===== src/rtl/alu_pkg.sv =====
// Shared encodings for the execute-stage ALU: opcodes, operand mux selects,
// FSM state and shift-kind types, plus small opcode classification helpers.
package alu_pkg;

    localparam logic [3:0] ALU_SLL     = 4'b0000;
    localparam logic [3:0] ALU_SRL     = 4'b0001;
    localparam logic [3:0] ALU_SRA     = 4'b0010;
    localparam logic [3:0] ALU_SLLV    = 4'b0011;
    localparam logic [3:0] ALU_SRLV    = 4'b0100;
    localparam logic [3:0] ALU_SRAV    = 4'b0101;
    localparam logic [3:0] ALU_ADD     = 4'b0110;
    localparam logic [3:0] ALU_SUB     = 4'b0111;
    localparam logic [3:0] ALU_AND     = 4'b1000;
    localparam logic [3:0] ALU_OR      = 4'b1001;
    localparam logic [3:0] ALU_XOR     = 4'b1010;
    localparam logic [3:0] ALU_NOR     = 4'b1011;
    localparam logic [3:0] ALU_SLT     = 4'b1100;
    localparam logic [3:0] ALU_SLTU    = 4'b1101;
    localparam logic [3:0] ALU_LUI     = 4'b1110;
    localparam logic [3:0] ALU_ILLEGAL = 4'b1111;

    localparam logic [1:0] IN1_RT   = 2'b00;
    localparam logic [1:0] IN1_SIMM = 2'b01;
    localparam logic [1:0] IN1_ZIMM = 2'b10;
    localparam logic [1:0] IN1_ZERO = 2'b11;

    localparam logic IN2_RS    = 1'b0;
    localparam logic IN2_SHAMT = 1'b1;

    typedef enum logic [1:0] {
        S_IDLE  = 2'd0,
        S_SHIFT = 2'd1,
        S_DONE  = 2'd2
    } state_t;

    typedef enum logic [1:0] {
        SH_LL = 2'd0,
        SH_RL = 2'd1,
        SH_RA = 2'd2
    } shift_t;

    function automatic logic is_shift(input logic [3:0] op);
        return op <= ALU_SRAV;
    endfunction

    function automatic shift_t shift_kind(input logic [3:0] op);
        shift_t k;
        case (op)
            ALU_SLL, ALU_SLLV: k = SH_LL;
            ALU_SRL, ALU_SRLV: k = SH_RL;
            default:           k = SH_RA;
        endcase
        return k;
    endfunction

endpackage


===== src/rtl/alu_shifter.sv =====
// Shifter datapath for alu_exec. Default build: one-bit step of the
// working value per call. ALU_EXEC_FAST_SHIFT_EN: full barrel shift by amt.
// Ports: data in, amt in (fast build only), kind in, result out.
module alu_shifter
    import alu_pkg::*;
#(
    parameter int WIDTH = 32
) (
    input  logic [WIDTH-1:0] data,
`ifdef ALU_EXEC_FAST_SHIFT_EN
    input  logic [4:0]       amt,
`endif
    input  shift_t           kind,
    output logic [WIDTH-1:0] result
);

`ifdef ALU_EXEC_FAST_SHIFT_EN
    always_comb begin
        case (kind)
            SH_LL:   result = data << amt;
            SH_RL:   result = data >> amt;
            default: result = WIDTH'($signed(data) >>> amt);
        endcase
    end
`else
    always_comb begin
        case (kind)
            SH_LL:   result = {data[WIDTH-2:0], 1'b0};
            SH_RL:   result = {1'b0, data[WIDTH-1:1]};
            default: result = {data[WIDTH-1], data[WIDTH-1:1]};
        endcase
    end
`endif

endmodule


===== src/rtl/alu_exec.sv =====
// Execute-stage ALU with valid/ready request and response handshakes.
// Ports: clk, rst_n, in_valid/in_ready, in1_mux, in2_mux, alu_op, rt, rs,
// imm, shamt; out_valid/out_ready, result, zero, ovf, illegal.
// Macro ALU_EXEC_FAST_SHIFT_EN selects a single-cycle barrel shifter;
// otherwise shifts iterate one bit per cycle in the SHIFT state.
module alu_exec
    import alu_pkg::*;
#(
    parameter int WIDTH = 32
) (
    input  logic             clk,
    input  logic             rst_n,
    input  logic             in_valid,
    output logic             in_ready,
    input  logic [1:0]       in1_mux,
    input  logic             in2_mux,
    input  logic [3:0]       alu_op,
    input  logic [WIDTH-1:0] rt,
    input  logic [WIDTH-1:0] rs,
    input  logic [15:0]      imm,
    input  logic [4:0]       shamt,
    output logic             out_valid,
    input  logic             out_ready,
    output logic [WIDTH-1:0] result,
    output logic             zero,
    output logic             ovf,
    output logic             illegal
);

    state_t           state;
    logic [WIDTH-1:0] a_in;
    logic [WIDTH-1:0] b_in;
    logic [WIDTH-1:0] res_c;
    logic             ovf_c;
    logic             ill_c;
    logic [WIDTH-1:0] sh_res;
    logic [WIDTH-1:0] sum;
    logic [WIDTH-1:0] diff;

    always_comb begin
        case (in1_mux)
            IN1_RT:   a_in = rt;
            IN1_SIMM: a_in = {{(WIDTH-16){imm[15]}}, imm};
            IN1_ZIMM: a_in = {{(WIDTH-16){1'b0}}, imm};
            default:  a_in = '0;
        endcase
        b_in = (in2_mux == IN2_SHAMT) ? {{(WIDTH-5){1'b0}}, shamt} : rs;
    end

`ifdef ALU_EXEC_FAST_SHIFT_EN
    alu_shifter #(.WIDTH(WIDTH)) u_shifter (
        .data   (a_in),
        .amt    (b_in[4:0]),
        .kind   (shift_kind(alu_op)),
        .result (sh_res)
    );
`else
    logic [WIDTH-1:0] work;
    logic [WIDTH-1:0] step;
    logic [4:0]       cnt;
    shift_t           kind;

    alu_shifter #(.WIDTH(WIDTH)) u_shifter (
        .data   (work),
        .kind   (kind),
        .result (step)
    );

    // Only a zero-amount shift finishes at accept; it returns A unchanged.
    assign sh_res = a_in;
`endif

    assign sum  = b_in + a_in;
    assign diff = b_in - a_in;

    always_comb begin
        res_c = '0;
        ovf_c = 1'b0;
        ill_c = 1'b0;
        case (alu_op)
            ALU_SLL, ALU_SRL, ALU_SRA,
            ALU_SLLV, ALU_SRLV, ALU_SRAV: res_c = sh_res;
            ALU_ADD: begin
                res_c = sum;
                ovf_c = (a_in[WIDTH-1] == b_in[WIDTH-1]) &&
                        (sum[WIDTH-1] != b_in[WIDTH-1]);
            end
            ALU_SUB: begin
                res_c = diff;
                ovf_c = (a_in[WIDTH-1] != b_in[WIDTH-1]) &&
                        (diff[WIDTH-1] != b_in[WIDTH-1]);
            end
            ALU_AND: res_c = b_in & a_in;
            ALU_OR:  res_c = b_in | a_in;
            ALU_XOR: res_c = b_in ^ a_in;
            ALU_NOR: res_c = ~(b_in | a_in);
            ALU_SLT:
                res_c = {{(WIDTH-1){1'b0}},
                         $signed(b_in) < $signed(a_in)};
            ALU_SLTU:
                res_c = {{(WIDTH-1){1'b0}}, b_in < a_in};
            ALU_LUI: res_c = {a_in[15:0], 16'b0};
            default: ill_c = 1'b1;
        endcase
    end

    always_ff @(posedge clk or negedge rst_n) begin
        if (!rst_n) begin
            state     <= S_IDLE;
            in_ready  <= 1'b0;
            out_valid <= 1'b0;
            result    <= '0;
            zero      <= 1'b0;
            ovf       <= 1'b0;
            illegal   <= 1'b0;
`ifndef ALU_EXEC_FAST_SHIFT_EN
            cnt       <= '0;
            work      <= '0;
            kind      <= SH_LL;
`endif
        end else begin
            case (state)
                S_IDLE: begin
                    in_ready <= 1'b1;
                    if (in_valid && in_ready) begin
                        in_ready  <= 1'b0;
                        state     <= S_DONE;
                        out_valid <= 1'b1;
                        result    <= res_c;
                        zero      <= (res_c == '0);
                        ovf       <= ovf_c;
                        illegal   <= ill_c;
`ifndef ALU_EXEC_FAST_SHIFT_EN
                        if (is_shift(alu_op) && b_in[4:0] != 5'd0) begin
                            state     <= S_SHIFT;
                            out_valid <= 1'b0;
                            cnt       <= b_in[4:0];
                            work      <= a_in;
                            kind      <= shift_kind(alu_op);
                        end
`endif
                    end
                end
`ifndef ALU_EXEC_FAST_SHIFT_EN
                S_SHIFT: begin
                    work <= step;
                    cnt  <= cnt - 5'd1;
                    if (cnt == 5'd1) begin
                        state     <= S_DONE;
                        out_valid <= 1'b1;
                        result    <= step;
                        zero      <= (step == '0);
                        ovf       <= 1'b0;
                        illegal   <= 1'b0;
                    end
                end
`endif
                S_DONE: begin
                    if (out_ready) begin
                        out_valid <= 1'b0;
                        in_ready  <= 1'b1;
                        state     <= S_IDLE;
                    end
                end
                default: state <= S_IDLE;
            endcase
        end
    end

endmodule


===== config.mk =====
export PLATFORM = sky130hd
export DESIGN_NAME = alu_exec
export DESIGN_NICKNAME = d
export VERILOG_FILES = /design/src/rtl/alu_pkg.sv /design/src/rtl/alu_shifter.sv /design/src/rtl/alu_exec.sv
export SDC_FILE = /design/constraint.sdc
export NUM_CORES = 1
export LEC_CHECK = 0
export ABC_AREA = 1
export BUFFER_PORTS_ARGS = -buffer_cell sky130_fd_sc_hd__buf_2
export CORE_MARGIN = 4
export CORE_UTILIZATION = 30
export DETAILED_ROUTE_END_ITERATION = 8
export MAX_ROUTING_LAYER = met4
export PLACE_DENSITY_LB_ADDON = 0.1
export SLEW_MARGIN = 20
export SYNTH_ARGS = -nofsm -noshare
export SYNTH_HDL_FRONTEND = slang
export SYNTH_SLANG_ARGS = --single-unit

===== constraint.sdc =====
create_clock -name clk -period 1.9 [get_ports clk]
set_input_delay 0.38 -clock clk [delete_from_list [all_inputs] [get_ports clk]]
set_output_delay 0.38 -clock clk [all_outputs]
set_load 0.02 [all_outputs]

==> results of run 1 <==
==> routing by layer <==
| layer | vias up | wire, um | part of all wire (%) | track usage [%] |
|---|---|---|---|---|
| met4 | 0 | 4012 | 5.6 | 12.12 |
| met2 | 540 | 34500 | 48 | 53.89 |
| met5 | - | 0 | 0 | - |
| li1 | 8299 | - | - | - |
| met3 | 153 | 3156 | 4.4 | 2.213 |
| met1 | 8128 | 30350 | 42 | 38.69 |
==> through the flow <==
stage	cell area, um2	std cells
2_1_floorplan	12980	2164
3_3_place_gp	18250	3308
3_5_place_dp	18250	3308
4_1_cts	20150	3375
5_1_grt	21710	3412
6_report	21710	3412
==> final timing paths <==
| check | start | to | slack (ns) |
|---|---|---|---|
| worst max register to register | kind[1] | zero | -0.28 |
| min in group asynchronous | rst_n | work[23] | 0.44 |
| max in group asynchronous | rst_n | result[11] | 0.82 |
| worst min-delay path | out_ready | in_ready | 0.39 |
| worst max-delay path | in1_mux[1] | result[30] | -1.29 |
| worst min register to register | result[8] | result[8] | 0.49 |
==> state kept, by name, summed over array words and instances (netlist names) <==
| register | count |
|---|---|
| cnt | 5 |
| illegal | 1 |
| in_ready | 1 |
| kind | 2 |
| out_valid | 1 |
| ovf | 1 |
| result | 32 |
| state | 2 |
| work | 32 |
| zero | 1 |
==> area by class of cell <==
type                       count  area (um2)  area share (%)
inverter                     378        1489           6.859
timing repair buffer         779        6228           28.69
tap                          532       665.6           3.066
multi-input combinational   1629       11050           50.90
sequential                    78        1952           8.991
clock buffer                  11       242.7           1.118
clock inverter                 5       81.33          0.3746
==> what timing repair did <==
action                                  CTS  global route
endpoints found under the hold margin    17             0
resized for setup                       294           330
pin swaps                               102           144
gates cloned                              0             6
buffers inserted                         51            37
hold buffers                              1             0
endpoints found under the setup margin   73            77
==> critical path: cells and delay by family <==
| kind | cells | cell delay [ns] |
|---|---|---|
| buffers and inverters | 13 | 1.38 |
| AO/OA/AOI/OAI | 1 | 0.07 |
| adder cells (fa/ha/maj) | 1 | 0.25 |
| AND/OR/NAND/NOR | 14 | 1.30 |
==> kinds of logic after synthesis <==
kind of cell,count (synthesis)
compound gates,350
xor+xnor,2
fa+ha+maj,109
buf+inv,457
flops,78
simple gates,1168
==> power breakdown <==
| group | internal [mW] | total, mW | switching, mW | leakage (nW) |
|---|---|---|---|---|
| combinational | 5.55 | 13.0 | 7.46 | 10.3 |
| clock | 1.19 | 1.94 | 0.753 | 0.156 |
| sequential | 2.37 | 2.82 | 0.443 | 0.987 |
==> layout by cell type (no fill, tap or decap), types with 38 or more instances in the layout <==
cell and instances:
a21oi_1 44, buf_2 128, buf_4 549, buf_6 64, dfrtp_1 78, ha_1 74, inv_1 285, inv_2 71
nand2_1 558, nand2_2 160, nand2_4 55, nand3_1 62, nand3_2 59, nor2_1 83, nor2_2 42, nor2_4 51
o211ai_1 38, o21ai_0 76, o21ai_1 40
==> results.md, run 1 <==
* Num Clock Sinks at 78
* Synth top area share at 22.63%
* First-pass GRT wire length at 101800 um
* Starting DRT DRC Count at 1280
* Synth Flop Type: dfrtp_1
* Worst-Skew Late Latency at 0.36 ns
* I/O Buffers at 132
* Status: finished, violations left
* Final setup margin at -1.285 ns
* Yosys warnings at 0
* Largest family of logic cells by synthesized area: simple AND/OR/NAND/NOR gates
* Flop and latch count out of synthesis at 78
* Simple-Gate Fraction of Synth Area at 40.24%
* Crit path top cell by count: buf_6
* Die width at 211.0 um
* DP Worst Slack at -2.296 ns
* Num rows at 74
* Largest net degree at the start of global routing at 62
* Final core utilization at 53.29%
* Adder-Cell Fraction of Synth Area at 11.16%
* Routability cong. at 1.041
* Total chip power at 17.77 mW
* Fin crit period at 3.185 ns
* Total I/O pin count at 133
* Final count of negative-setup-slack endpoints at 70
* Crit start category: input port
* Cell taking the most area after synthesis: nand2_1
* Mux share of post-synthesis cell area at 0%
* Xor and xnor area share after synthesis at 0.1418%
* Remaining DRCs at 0
* Fill cells at 4188
* Mapped Nets at 2369
* H-tree depth at 3
* Initial core utilization at 30.33%
* Num CTS Buffers at 9
* RSZ-0062 raised after global routing: true
* Yosys cell types at 56
* Post-synth EDFFs at 0
* Antenna viol nets, final at 0
* Crit path arrival time at 3.43 ns
* Worst Hold Margin at 0.3912 ns
* Max stage delay on crit path at 0.25 ns
* Fin crit share at 167.6%
* CTS tree: yes
* Post-Syn Area at 12360 um2
* Initial antenna violation count at 1
* Post-detail-place hpwl at 59310 um
* Post-synthesis sequential area ratio at 15.80%
* Hold Violations, Final at 0
* Drt pass-1 iters at 5
* CTS clock-pin slew for the worst setup and hold paths at 0.07 ns
* Top post-synthesis cells by area: nand2_1 23%, dfrtp_1 16%, ha_1 11%
* CORE AREA at 40740 um2
* Die span in y at 211.0 um
* Setup TNS at -38.03 ns
* Synth Area per Inst at 5.710 um2
* Worst-margin pin slew at 0.5781 ns
* CP Capture Type: register
* FF-to-FF path depth at 12
* Avg WL per Cell at 21.11 um
* Area Overhead vs Synth at 75.68%
* Failing checks: setup timing
* Critical Path Fanout Max at 7
* Worst path slowest cell: ha_4
* Final wirelength at 72020 um
* Syn Inst Count at 2164
* Die area at 44500 um2
* Post-synth top cells: 745 x nand2_1, 352 x inv_1, 155 x nor2_1
* Compound-Gate Fraction of Synth Area at 17.45%
* Via count at 17120
* CP required at 2.14 ns
* CTS max path bufs at 2
* Clock Skew at 0.009702 ns
* Count leader, synth: nand2_1
* Maximum clock rate at 314.0 MHz
* MaxCap Viol Count at 0
* Slew headroom at 61.32%
* # nets final at 3080
* Ant. Diodes at 0
* Via-to-Cell Ratio at 5.018
* Post-synth ARST share at 100.0%
* Hold depth at 3
* Share of cells above drive strength 1 at 49.65%
* Vias in the first global route at 16530
* Kind of critical path: in2reg
* Maximum VDD drop at 1.043 mV
* Pwr/cell area at 818.5 nW/um2
* Final Max Tran Viols at 0
* Hold Crit Class: in2reg
* Leakage at 11.40 nW
* Total Routing Usage GR at 31.40%
* Root Buffer: clkbuf_16
* GRT overflow at 0
Note: power is estimated with default switching activity, not from simulation.
==> run 2, diff against run 1 <==
--- a/config.mk
+++ b/config.mk
@@ -15,4 +15,5 @@
 export SLEW_MARGIN = 20
 export SYNTH_ARGS = -nofsm -noshare
 export SYNTH_HDL_FRONTEND = slang
+export SYNTH_HIERARCHICAL = 1
 export SYNTH_SLANG_ARGS = --single-unit
==> run 2 against run 1 <==
The flow still finishes with violations (setup timing); final cell count hardly changed; sequential cell count stayed put; maximum frequency is 1.1% higher; non-clock buffer count is 3 lower; critical path type unchanged; critical endpoint is now zero; largest cell class unchanged.
==> results.md, run 2 <==
* Vias in the first global route at 16430
* Starting DRT DRC Count at 1384
* Die span in y at 210.6 um
* Crit path top cell by count: nand2_4
* Die area at 44350 um2
* Status: finished, violations left
* Crit start category: input port
* CP Capture Type: register
* CTS tree: yes
* Yosys warnings at 6
* Leakage at 11.33 nW
* Hold_sp: out_ready
* I/O Buffers at 132
* Largest net degree at the start of global routing at 40
* Antenna viol nets, final at 0
* Area Overhead vs Synth at 74.49%
* Syn Inst Count at 2180
* Via-to-Cell Ratio at 4.987
* Final count of negative-setup-slack endpoints at 63
* Num Clock Sinks at 78
* Hold Violations, Final at 0
* Failing checks: setup timing
* First-pass GRT wire length at 100500 um
* Flop and latch count out of synthesis at 78
* Worst path slowest cell: ha_4
* Post-Syn Area at 12310 um2
* Pwr/cell area at 850.1 nW/um2
* Root Buffer: clkbuf_16
* Ant. Diodes at 0
* Avg WL per Cell at 20.08 um
* Die width at 210.6 um
* Clock Skew at 0.005456 ns
* CP required at 2.18 ns
* Total Routing Usage GR at 30.59%
* Worst-margin pin slew at 0.6542 ns
* Post-synthesis sequential area ratio at 15.85%
* Critical Path Fanout Max at 8
* Clock share of power at 9.6%
* Final wirelength at 68540 um
* Switch Pwr at 8.746 mW
* Gate power share at 72.9%
* Top post-synthesis cells by area: nand2_1 23%, dfrtp_1 16%, ha_1 11%
* Initial antenna violation count at 0
* CTS clock-pin slew for the worst setup and hold paths at 0.06 ns
* Design Area, Final at 21490 um2
* DP Area at 18410 um2
* Post-synth top cells: 769 x nand2_1, 327 x inv_1, 223 x nor2_1
* Crit path arrival time at 3.43 ns
* Reg-to-Reg Start: kind[1]
* H-tree depth at 3
* Flop2flop setup slack at -0.36 ns
* Count leader, synth: nand2_1
* Most common cell after layout, fill and taps aside: nand2_1
* GRT overflow at 0
* Slew headroom at 56.05%
* Via count at 17030
* Initial core utilization at 30.64%
* WHS Endpoint: in_ready
* Fin crit share at 165.8%
* Synth top area share at 23.44%
* Hold Crit Class: in2reg
* Switching share of power at 47.88%
* Post-synth EDFFs at 0
* Synth Flop Type: dfrtp_1
* Final setup margin at -1.249 ns
* R2R Path End: zero
* Critical path origin: in1_mux[0]
* Sequential Power Share at 17.5%
* Mapped Nets at 2385
* Largest regs: result (32), work (32), cnt (5)
* Share of cells above drive strength 1 at 46.66%
* Fin crit period at 3.149 ns
* Cell taking the most area after synthesis: nand2_1
* Routability cong. at 1.029
* Most frequent cells in the layout: 599 x nand2_1, 552 x buf_4, 262 x inv_1
* Int Power at 9.519 mW
* Drt pass-1 iters at 5
* Yosys cell types at 53
* Synth Area per Inst at 5.649 um2
* Post-synth ARST share at 100.0%
* Final Max Tran Viols at 0
* Remaining DRCs at 0
* DP Worst Slack at -2.025 ns
* RSZ-0062 raised after global routing: true
* Max stage delay on crit path at 0.35 ns
* Num CTS Buffers at 9
* CORE AREA at 40190 um2
* FF-to-FF path depth at 9
* Kind of critical path: in2reg
* CTS max path bufs at 2
* Worst-Skew Late Latency at 0.35 ns
* Maximum clock rate at 317.5 MHz
* # nets final at 3091
* Hold depth at 4
* Maximum VDD drop at 0.6981 mV
* Num rows at 73
* Total I/O pin count at 133
* MaxCap Viol Count at 0
* Post-detail-place hpwl at 57490 um
==> run 2: kinds of logic after synthesis <==
| logic type | Yosys count | synth area share, % |
|---|---|---|
| DFF | 78 | 15.85 |
| AOI/OAI and AO/OA | 323 | 16.00 |
| and+or+nand+nor | 1234 | 41.50 |
| xor gates and xnor gates | 3 | 0.2134 |
| muxes | 1 | 0.08129 |
| buffers and inverters | 432 | 15.16 |
| adders and majority gates | 109 | 11.20 |
==> run 2: final cells by class <==
| cell class | instances | area (um2) |
|---|---|---|
| clock buffers | 13 | 260.3 |
| inverters | 350 | 1388 |
| well taps | 525 | 656.9 |
| fillers | 4140 | 18700 |
| multi-input cells | 1671 | 10950 |
| flip-flops and latches | 78 | 1952 |
| clock inverters | 1 | 30.03 |
| repair buffers | 776 | 6252 |
==> run 2: worst max-delay path by stage <==
stage           end  slack, ns  cells after the start
4_1_cts        zero      -1.16                     25
2_1_floorplan  zero      -0.77                     25
3_5_place_dp   zero      -2.03                     25
5_1_grt        zero      -1.38                     27
6_report       zero      -1.25                     27
3_3_place_gp   zero      -2.02                     25
==> run 2: routing by layer <==
metal  GRT usage, %  up-vias  wire [um]
li1               -     8327          -
met4          7.154        0       1708
met2          46.66      567      30100
met3          2.515       74       3798
met1          44.15     8057      32930
met5              -        -          0
==> run 2: timing repair <==
item / 4_1_cts / 5_1_grt
pin swaps: 103 / 88
gates cloned: 4 / 0
endpoints found under the hold margin: 27 / 0
setup endpoints to repair: 77 / 72
hold buffers: 1 / 0
gates resized for setup: 302 / 252
buffers inserted: 49 / 30
==> run 2: power groups by stage <==
stage               combinational [mW]  clock (mW)  sequential, mW
finish                            13.3        1.75            3.20
global route                      14.4        1.86            3.31
global placement                  11.3           0            3.12
CTS                               12.6        1.78            3.17
detailed placement                11.3           0            3.16
floorplan                         5.82           0            3.51
==> run 2: per-stage QoR <==
step                      total power, mW  setup TNS, ns  util [%]  hold slack [ns]  instances
final                               18.27         -31.04     53.47           0.3737       3414
after global routing                19.55         -37.51     53.47           0.3918       3414
after CTS                           17.52         -30.45     50.62           0.3659       3385
after detailed placement            14.49         -85.50     45.82           0.3514       3321
after global placement              14.40         -84.27     45.82           0.3540       3321
after floorplan                     9.325         -14.29         -          0.08441       2180
==> run 2: critical path: cells and delay by family <==
family / cells / cell delay (ns)
compound gates: 1 / 0.15
fa+ha+maj: 1 / 0.35
buf+inv: 7 / 0.72
simple gates: 18 / 1.80
